==> config.mk <==
export PLATFORM = sky130hd
export DESIGN_NAME = hazard_stall_ctrl
export DESIGN_NICKNAME = d
export VERILOG_FILES = /design/src/rtl/hazard_stall_ctrl.sv
export SDC_FILE = /design/constraint.sdc
export NUM_CORES = 1
export LEC_CHECK = 0
export CAP_MARGIN = 15
export CORE_MARGIN = 2
export CORE_UTILIZATION = 50
export CTS_CLUSTER_DIAMETER = 80
export CTS_CLUSTER_SIZE = 40
export DETAILED_ROUTE_END_ITERATION = 16
export DONT_BUFFER_PORTS = 1
export GPL_TIMING_DRIVEN = 0
export HOLD_SLACK_MARGIN = 0.12
export PLACE_DENSITY = 0.68
export SYNTH_ARGS = -nofsm -noshare
export SYNTH_HDL_FRONTEND = slang
export SYNTH_SLANG_ARGS = --single-unit
export TNS_END_PERCENT = 10
==> constraint.sdc <==
create_clock -name clk -period 2.17 [get_ports clk]
set_clock_uncertainty 0.05 [all_clocks]
set_input_delay 0.217 -clock clk [delete_from_list [all_inputs] [get_ports clk]]
set_output_delay 0.217 -clock clk [all_outputs]
set_load 0.05 [all_outputs]
==> src/rtl/hazard_stall_ctrl.sv <==
// Pipeline hazard sequencer: load-use stalls, taken-branch flushes and data-memory waits,
// with a saved return state so a memory wait resumes whatever stall or flush it interrupted.
module hazard_stall_ctrl #(
  parameter int LOAD_STALL_CYCLES = 1,
  parameter int FLUSH_CYCLES      = 1,
  parameter int CNT_W             = 16
) (
  input  logic             clk,
  input  logic             reset,
  input  logic [4:0]       id_rs1,
  input  logic [4:0]       id_rs2,
  input  logic             id_uses_rs1,
  input  logic             id_uses_rs2,
  input  logic [4:0]       ex_rd,
  input  logic             ex_MemRead,
  input  logic             ex_Branch,
  input  logic             ex_branch_taken,
  input  logic             mem_req,
  input  logic             mem_ready,
  output logic             pc_write,
  output logic             if_id_write,
  output logic             if_id_flush,
  output logic             id_ex_write,
  output logic             id_ex_bubble,
  output logic             ex_mem_hold,
  output logic [CNT_W-1:0] stall_cycles,
  output logic [CNT_W-1:0] flush_events
);

  typedef enum logic [1:0] {
    RUN        = 2'd0,
    LOAD_STALL = 2'd1,
    FLUSH      = 2'd2,
    MEM_WAIT   = 2'd3
  } state_t;

  localparam logic [1:0] LS_INIT = (LOAD_STALL_CYCLES > 1) ? 2'(LOAD_STALL_CYCLES - 2) : 2'd0;
  localparam logic [1:0] FL_INIT = (FLUSH_CYCLES > 1) ? 2'(FLUSH_CYCLES - 2) : 2'd0;

  state_t     state_reg, state_next;
  state_t     ret_state_reg, ret_state_next;
  logic [1:0] cnt_reg, cnt_next;
  logic [1:0] ret_cnt_reg, ret_cnt_next;
  logic [CNT_W-1:0] stall_cnt_reg, flush_cnt_reg;

  logic   load_use;
  logic   branch_taken;
  logic   mem_wait;
  logic   flush_inc;
  state_t eff_state;
  logic [1:0] eff_cnt;

  assign load_use = ex_MemRead && (ex_rd != 5'd0) &&
                    ((id_uses_rs1 && (id_rs1 == ex_rd)) || (id_uses_rs2 && (id_rs2 == ex_rd)));
  assign branch_taken = ex_Branch && ex_branch_taken;
  assign mem_wait     = mem_req && !mem_ready;

  // Once a memory wait releases, behave exactly as the interrupted state would have.
  assign eff_state = (state_reg == MEM_WAIT) ? ret_state_reg : state_reg;
  assign eff_cnt   = (state_reg == MEM_WAIT) ? ret_cnt_reg   : cnt_reg;

  always_comb begin
    pc_write       = 1'b1;
    if_id_write    = 1'b1;
    if_id_flush    = 1'b0;
    id_ex_write    = 1'b1;
    id_ex_bubble   = 1'b0;
    ex_mem_hold    = 1'b0;
    flush_inc      = 1'b0;
    state_next     = state_reg;
    cnt_next       = cnt_reg;
    ret_state_next = ret_state_reg;
    ret_cnt_next   = ret_cnt_reg;

    if (reset) begin
      state_next     = RUN;
      cnt_next       = 2'd0;
      ret_state_next = RUN;
      ret_cnt_next   = 2'd0;
    end else if (mem_wait) begin
      pc_write    = 1'b0;
      if_id_write = 1'b0;
      id_ex_write = 1'b0;
      ex_mem_hold = 1'b1;
      state_next  = MEM_WAIT;
      if (state_reg != MEM_WAIT) begin
        ret_state_next = state_reg;
        ret_cnt_next   = cnt_reg;
      end
    end else begin
      case (eff_state)
        LOAD_STALL: begin
          pc_write     = 1'b0;
          if_id_write  = 1'b0;
          id_ex_bubble = 1'b1;
          if (eff_cnt == 2'd0) begin
            state_next = RUN;
            cnt_next   = 2'd0;
          end else begin
            state_next = LOAD_STALL;
            cnt_next   = eff_cnt - 2'd1;
          end
        end
        FLUSH: begin
          // Branch and load-use inputs belong to squashed instructions here.
          if_id_flush  = 1'b1;
          id_ex_bubble = 1'b1;
          if (eff_cnt == 2'd0) begin
            state_next = RUN;
            cnt_next   = 2'd0;
          end else begin
            state_next = FLUSH;
            cnt_next   = eff_cnt - 2'd1;
          end
        end
        default: begin
          state_next = RUN;
          cnt_next   = 2'd0;
          if (branch_taken) begin
            if_id_flush  = 1'b1;
            id_ex_bubble = 1'b1;
            flush_inc    = 1'b1;
            if (FLUSH_CYCLES > 1) begin
              state_next = FLUSH;
              cnt_next   = FL_INIT;
            end
          end else if (load_use) begin
            pc_write     = 1'b0;
            if_id_write  = 1'b0;
            id_ex_bubble = 1'b1;
            if (LOAD_STALL_CYCLES > 1) begin
              state_next = LOAD_STALL;
              cnt_next   = LS_INIT;
            end
          end
        end
      endcase
    end
  end

  always_ff @(posedge clk) begin
    if (reset) begin
      state_reg     <= RUN;
      cnt_reg       <= 2'd0;
      ret_state_reg <= RUN;
      ret_cnt_reg   <= 2'd0;
      stall_cnt_reg <= '0;
      flush_cnt_reg <= '0;
    end else begin
      state_reg     <= state_next;
      cnt_reg       <= cnt_next;
      ret_state_reg <= ret_state_next;
      ret_cnt_reg   <= ret_cnt_next;
      if (!pc_write && (stall_cnt_reg != {CNT_W{1'b1}}))
        stall_cnt_reg <= stall_cnt_reg + 1'b1;
      if (flush_inc && (flush_cnt_reg != {CNT_W{1'b1}}))
        flush_cnt_reg <= flush_cnt_reg + 1'b1;
    end
  end

  assign stall_cycles = stall_cnt_reg;
  assign flush_events = flush_cnt_reg;

endmodule

# Yosys cells after proc, flatten, opt, wreduce, memory -nomap -nowiden
# Cells that the tools add are included.
# W data, S select, Z words.
word_totals:
  wordCells: 61
  out_inout_bits: 38
  register_bits: 40
classes:
  reduce_logical: 15
  add_sub_neg: 3
  eq_ne: 8
  n_mux: 29
ops:
  columns: ["cell", "count"]
  rows:
  - ["$add A16 B1 Y16 const B", 2]
  - ["$ne A16 B16 Y1 const B", 2]
  - ["$mux W1", 20]
  - ["$mux W2", 6]
  - ["$eq A5 B5 Y1", 2]
  - ["$logic_and A1 B1 Y1", 8]
  - ["$reduce_bool A5 Y1", 1]
  - ["$eq A2 B2 Y1 const B", 2]
  - ["$pmux W1 S2", 2]
  - ["$pmux W2 S2", 1]
  - ["$eq A2 B1 Y1 const B", 1]
  - ["$logic_not A1 Y1", 2]
  - ["$logic_not A2 Y1", 1]
  - ["$ne A2 B2 Y1 const B", 1]
  - ["$reduce_and A2 Y1", 1]
  - ["$reduce_or A2 Y1", 1]
  - ["$sub A2 B1 Y2 const B", 1]
  - ["$logic_or A1 B1 Y1", 1]

# Depth between registers and ports, before layout
logic_depth:
  depth_word: 11
  mapped_depth: 10

# Worst setup path after synthesis
# Ideal clock, no wire load.
synth_path:
  path_type: "register -> output"
  startpoint: "register state_reg[1]"
  endpoint: "output id_ex_bubble"
  t_arrival_ns: 2.214
  path_buffers: 0
  stages_incl_launch_ff: 6
  path_slack_ns: -0.311
  path_cell_list: "dfxtp_1 inv_1 o21ai_0 ha_1 and2_1 a211oi_1"
synth_via:
  elab_chain_len: 7
  word_cells_on_any_way: 8
  cone_classes: "3 x eq/ne; 4 x mux; 1 x reduce/logical"
synth_lines:
  columns: ["item", "line_no", "source"]
  rows:
  - ["start: declaration", "40", "state_t state_reg, state_next;"]
  - ["start signal: assignment", "150", "state_reg <= state_next;"]
  - ["$eq A2 B2 Y1", "59", "assign eff_state = (state_reg == MEM_WAIT) ? ret_state_reg : state_reg;"]
  - ["$mux W2 (*)", "59", null]
  - ["$eq A2 B2 Y1 / $eq A2 B1 Y1 (equally long branches)", "91", "case (eff_state)"]
  - ["$reduce_or A2 Y1 (no line) (*)", null, null]
  - ["$mux W1 (*)", "91", null]
  - ["$mux W1 (*)", "80", "end else if (mem_wait) begin"]
  - ["$mux W1 (*)", "75", "if (reset) begin"]
  - ["end: declaration", "24", "output logic id_ex_bubble,"]
# Every way passes the cells marked *; elsewhere a longest branch is shown, timed or not.

# Worst setup path after layout
layout_path:
  startpoint: "register state_reg[0]"
  endpoint: "output pc_write"
layout_via:
  elab_chain_len: 6
  word_cells_on_any_way: 7
  cone_classes: "3 x eq/ne; 4 x mux"
layout_lines:
  columns: ["item", "line_no", "source"]
  rows:
  - ["$eq A2 B2 Y1", "59", null]
  - ["$mux W2 (*)", "59", null]
  - ["$eq A2 B2 Y1 / $eq A2 B1 Y1 (equally long branches)", null, null]
  - ["$pmux W1 S2 (*)", null, null]
  - ["$mux W1 (*) (2 in a row)", null, null]
  - ["end: declaration", "20", "output logic pc_write,"]
# Marks and branches as above.

==> qor.yml <==
setup_path:
  reg2reg_to: "stall_cycles[7]"
  path_cells: "inv_1 -> o21a_1 -> ha_4 -> nand2_2 -> nor2_4 -> a21oi_2 -> buf_6 -> buf_6 -> or2_4 -> buf_8"
  cp.required_ns: 1.90
  ff2ff_setup_slack_ns: -0.03
  crit_type: "flip-flop to output pin"
  reg2reg_from: "stall_cycles[0]"
  cp_max_fo: 3
  arrival_ns: 2.14
  cp_common_cell: "buf_6"
  cpPeakStageDelay_ns: 0.34
  startpoint_type: "flip-flop"
  reg2regPathDepth: 9
  endpoint_kind: "output pin"
  slowest_stage: "dfxtp_2"
finish:
  final_nets: 317
  syn_to_final_growth_pct: 26.5
  drive_above_1_share_pct: 31.7
  insertedDiodeCount: 0
clocking:
  cts_hold_buf: 0
  h-tree-depth: 2
  clk_latency_ns: 0.29
  cts-root-buf: "clkbuf_8"
  numCtsBuffers: 5
  path_clk_slew_ns: 0.07
  clkSinkCount: 40
  clock_path_buffers: 2
  cts_tree: "done"
drt:
  drtIter0Drc: 105
  routedWlPerCell_um: 15.5
  drcViolationCount: 0
  drtPass1Iterations: 4
  vias: 1997
  drtAntennaViolNets: 0
  drt-vias-per-instance: 5.87
  drt-total-wl_um: 5280
worst_hold_path:
  min_path_cells: 3
  whs_endpoint: "ret_state_reg[1]"
  hold_class: "input pin to flip-flop"
  hp-start: "mem_req"
placement:
  dpl.hpwl_um: 3420
  io_buffers: 0
  dpl_worst_slack_ns: -0.524
  gp_congestion: 0.771
status:
  violations: "setup timing"
  status: "complete, but fails checks"
floorplanning:
  start_util_pct: 52.9
  dieHeight_um: 69.5
  io_pins: 62
  die_area_sq_um: 4830
  core-area_sq_um: 4060
  dieWidth_um: 69.5
  core.rowCount: 23
logic_synthesis:
  avgSynthCellArea_sq_um: 7.88
  yosys.area.top_type: "dfxtp_1"
  async_reset_ff_share_pct: 0
  ys_types: 42
  synth_cells: 272
  synthFlopType: "dfxtp_1"
  synth_edf_count: 0
  postSynthNetCount: 300
  yosysSeqAreaShare_pct: 37.3
  ys_ff_latch: 40
  synth_area_leaders: "dfxtp_1 (37%), xnor2_1 (8.6%), nor2_1 (5.8%)"
  ys_warn_count: 0
  syn-cell-area_sq_um: 2140
  synth_top_area_share_pct: 37.3
global_route:
  antenna_found_initial: 0
  overflow: 0
  grt_max_degree: 14
  grt_pass1_vias: 1964
  grt_first_pass_wirelength_um: 8910
  grtUsageTotal_pct: 22.3
power_and_ir_drop:
  power_density_nw_per_um2: 586
  peakVddDrop_v: 0.000411
  power_leakage_nw: 0.892
job:
  maxCapViolCount: 0
sta:
  finalSetupViolCount: 7
  fmax_mhz: 415
  setup_tns_ns: -0.459
  max_slew_margin_pct: 38.7
  worstMarginPinSlew_ns: 0.916
  grt_setup_unrepaired: "true"
  hold_viol_final: 0
  setup_ws_ns: -0.241
  period_share_pct: 111
  whs_ns: 0.245
  slew_viol_final: 0
  fin_crit_ns: 2.41
==> cell families (layout without fill, tap and decap cells) <==
family / Yosys count / count (layout) / synth area share, %
adder cells (fa/ha/maj): 4 / 4 / 2.33
multiplexers: 3 / 3 / 1.58
flip-flops: 40 / 40 / 37.3
buffers and inverters: 27 / 45 / 5.48
XOR/XNOR: 22 / 22 / 8.99
AND/OR/NAND/NOR: 126 / 126 / 30.3
AO/OA/AOI/OAI: 50 / 50 / 13.9
==> worst max-delay path by stage <==
stage,from,to
final,state_reg[0],pc_write
after floorplan,stall_cycles[0],stall_cycles[13]
after global routing,state_reg[0],pc_write
after CTS,state_reg[0],pc_write
after detailed placement,state_reg[1],pc_write
after global placement,state_reg[1],pc_write
==> power by group <==
| part | internal, mW | switching, mW |
|---|---|---|
| Sequential | 0.734 | 0.0283 |
| Clock | 0.376 | 0.258 |
| Combinational | 0.0792 | 0.114 |
==> layer usage <==
layer  track usage [%]  part of all wire (%)  up-vias
met1              26.2                    43      952
met3              7.12                   6.8        2
met4              6.10                  0.53        0
li1                  -                     -      990
met2              38.9                    50       53
met5                 0                     0        -
==> per-stage QoR <==
stage	instance area, sq um	util [%]	std cells	total power [mW]
floorplan	2150	-	272	0.897
global placement	2210	54.5	322	0.921
detailed placement	2220	54.7	323	0.925
CTS	2570	63.3	339	1.60
global route	2710	66.9	340	1.66
finish	2710	66.9	340	1.59
==> cell usage in the layout, fill, tap and decap left out, types with 4 or more instances in the layout <==
| cell | instances |
|---|---|
| a21oi_1 | 17 |
| a21oi_2 | 4 |
| buf_4 | 10 |
| buf_6 | 5 |
| clkbuf_1 | 5 |
| clkbuf_8 | 6 |
| dfxtp_1 | 11 |
| dfxtp_2 | 20 |
| dfxtp_4 | 9 |
| inv_1 | 14 |
| nand2_1 | 27 |
| nand3_1 | 10 |
| nand4_1 | 5 |
| nor2_1 | 31 |
| nor2b_1 | 4 |
| nor3_1 | 7 |
| o21ai_0 | 5 |
| o31ai_1 | 5 |
| or3_1 | 5 |
| or4_1 | 8 |
| xnor2_1 | 21 |
==> cell usage after synthesis, types with 4 or more instances <==
master / n
dfxtp_1: 40
nor2_1: 33
nand2_1: 29
a21oi_1: 21
xnor2_1: 21
inv_1: 14
nand3_1: 11
nor3_1: 10
or4_1: 10
o21ai_0: 9
o31ai_1: 8
or3_1: 7
clkbuf_1: 6
nand4_1: 5
buf_2: 4
ha_1: 4
nor2b_1: 4
==> worst max-delay path: cells and delay by family, from the launching register on <==
| kind | cells | cell delay, ns |
|---|---|---|
| buffers and inverters | 4 | 0.47 |
| adders and majority gates | 1 | 0.30 |
| and+or+nand+nor | 3 | 0.47 |
| DFF | 1 | 0.34 |
| AOI/OAI and AO/OA | 2 | 0.27 |
==> area by class of cell <==
cell class / instances / area, sq um
multi-input cells: 205 / 1440
repair buffers: 11 / 86.3
inverters: 14 / 52.6
clock inverters: 2 / 38.8
clock buffers: 6 / 82.6
flip-flops and latches: 40 / 860
plain buffers: 12 / 87.6
well taps: 50 / 62.6
fillers: 335 / 1340
==> what timing repair did <==
item | in CTS | in global routing
pin swaps | 12 | 8
resized for setup | 59 | 37
setup buffers | 9 | 1
setup endpoints to repair | 34 | 33
cloned | 0 | 0
No activity file was read; power rests on OpenSTA's default activity.
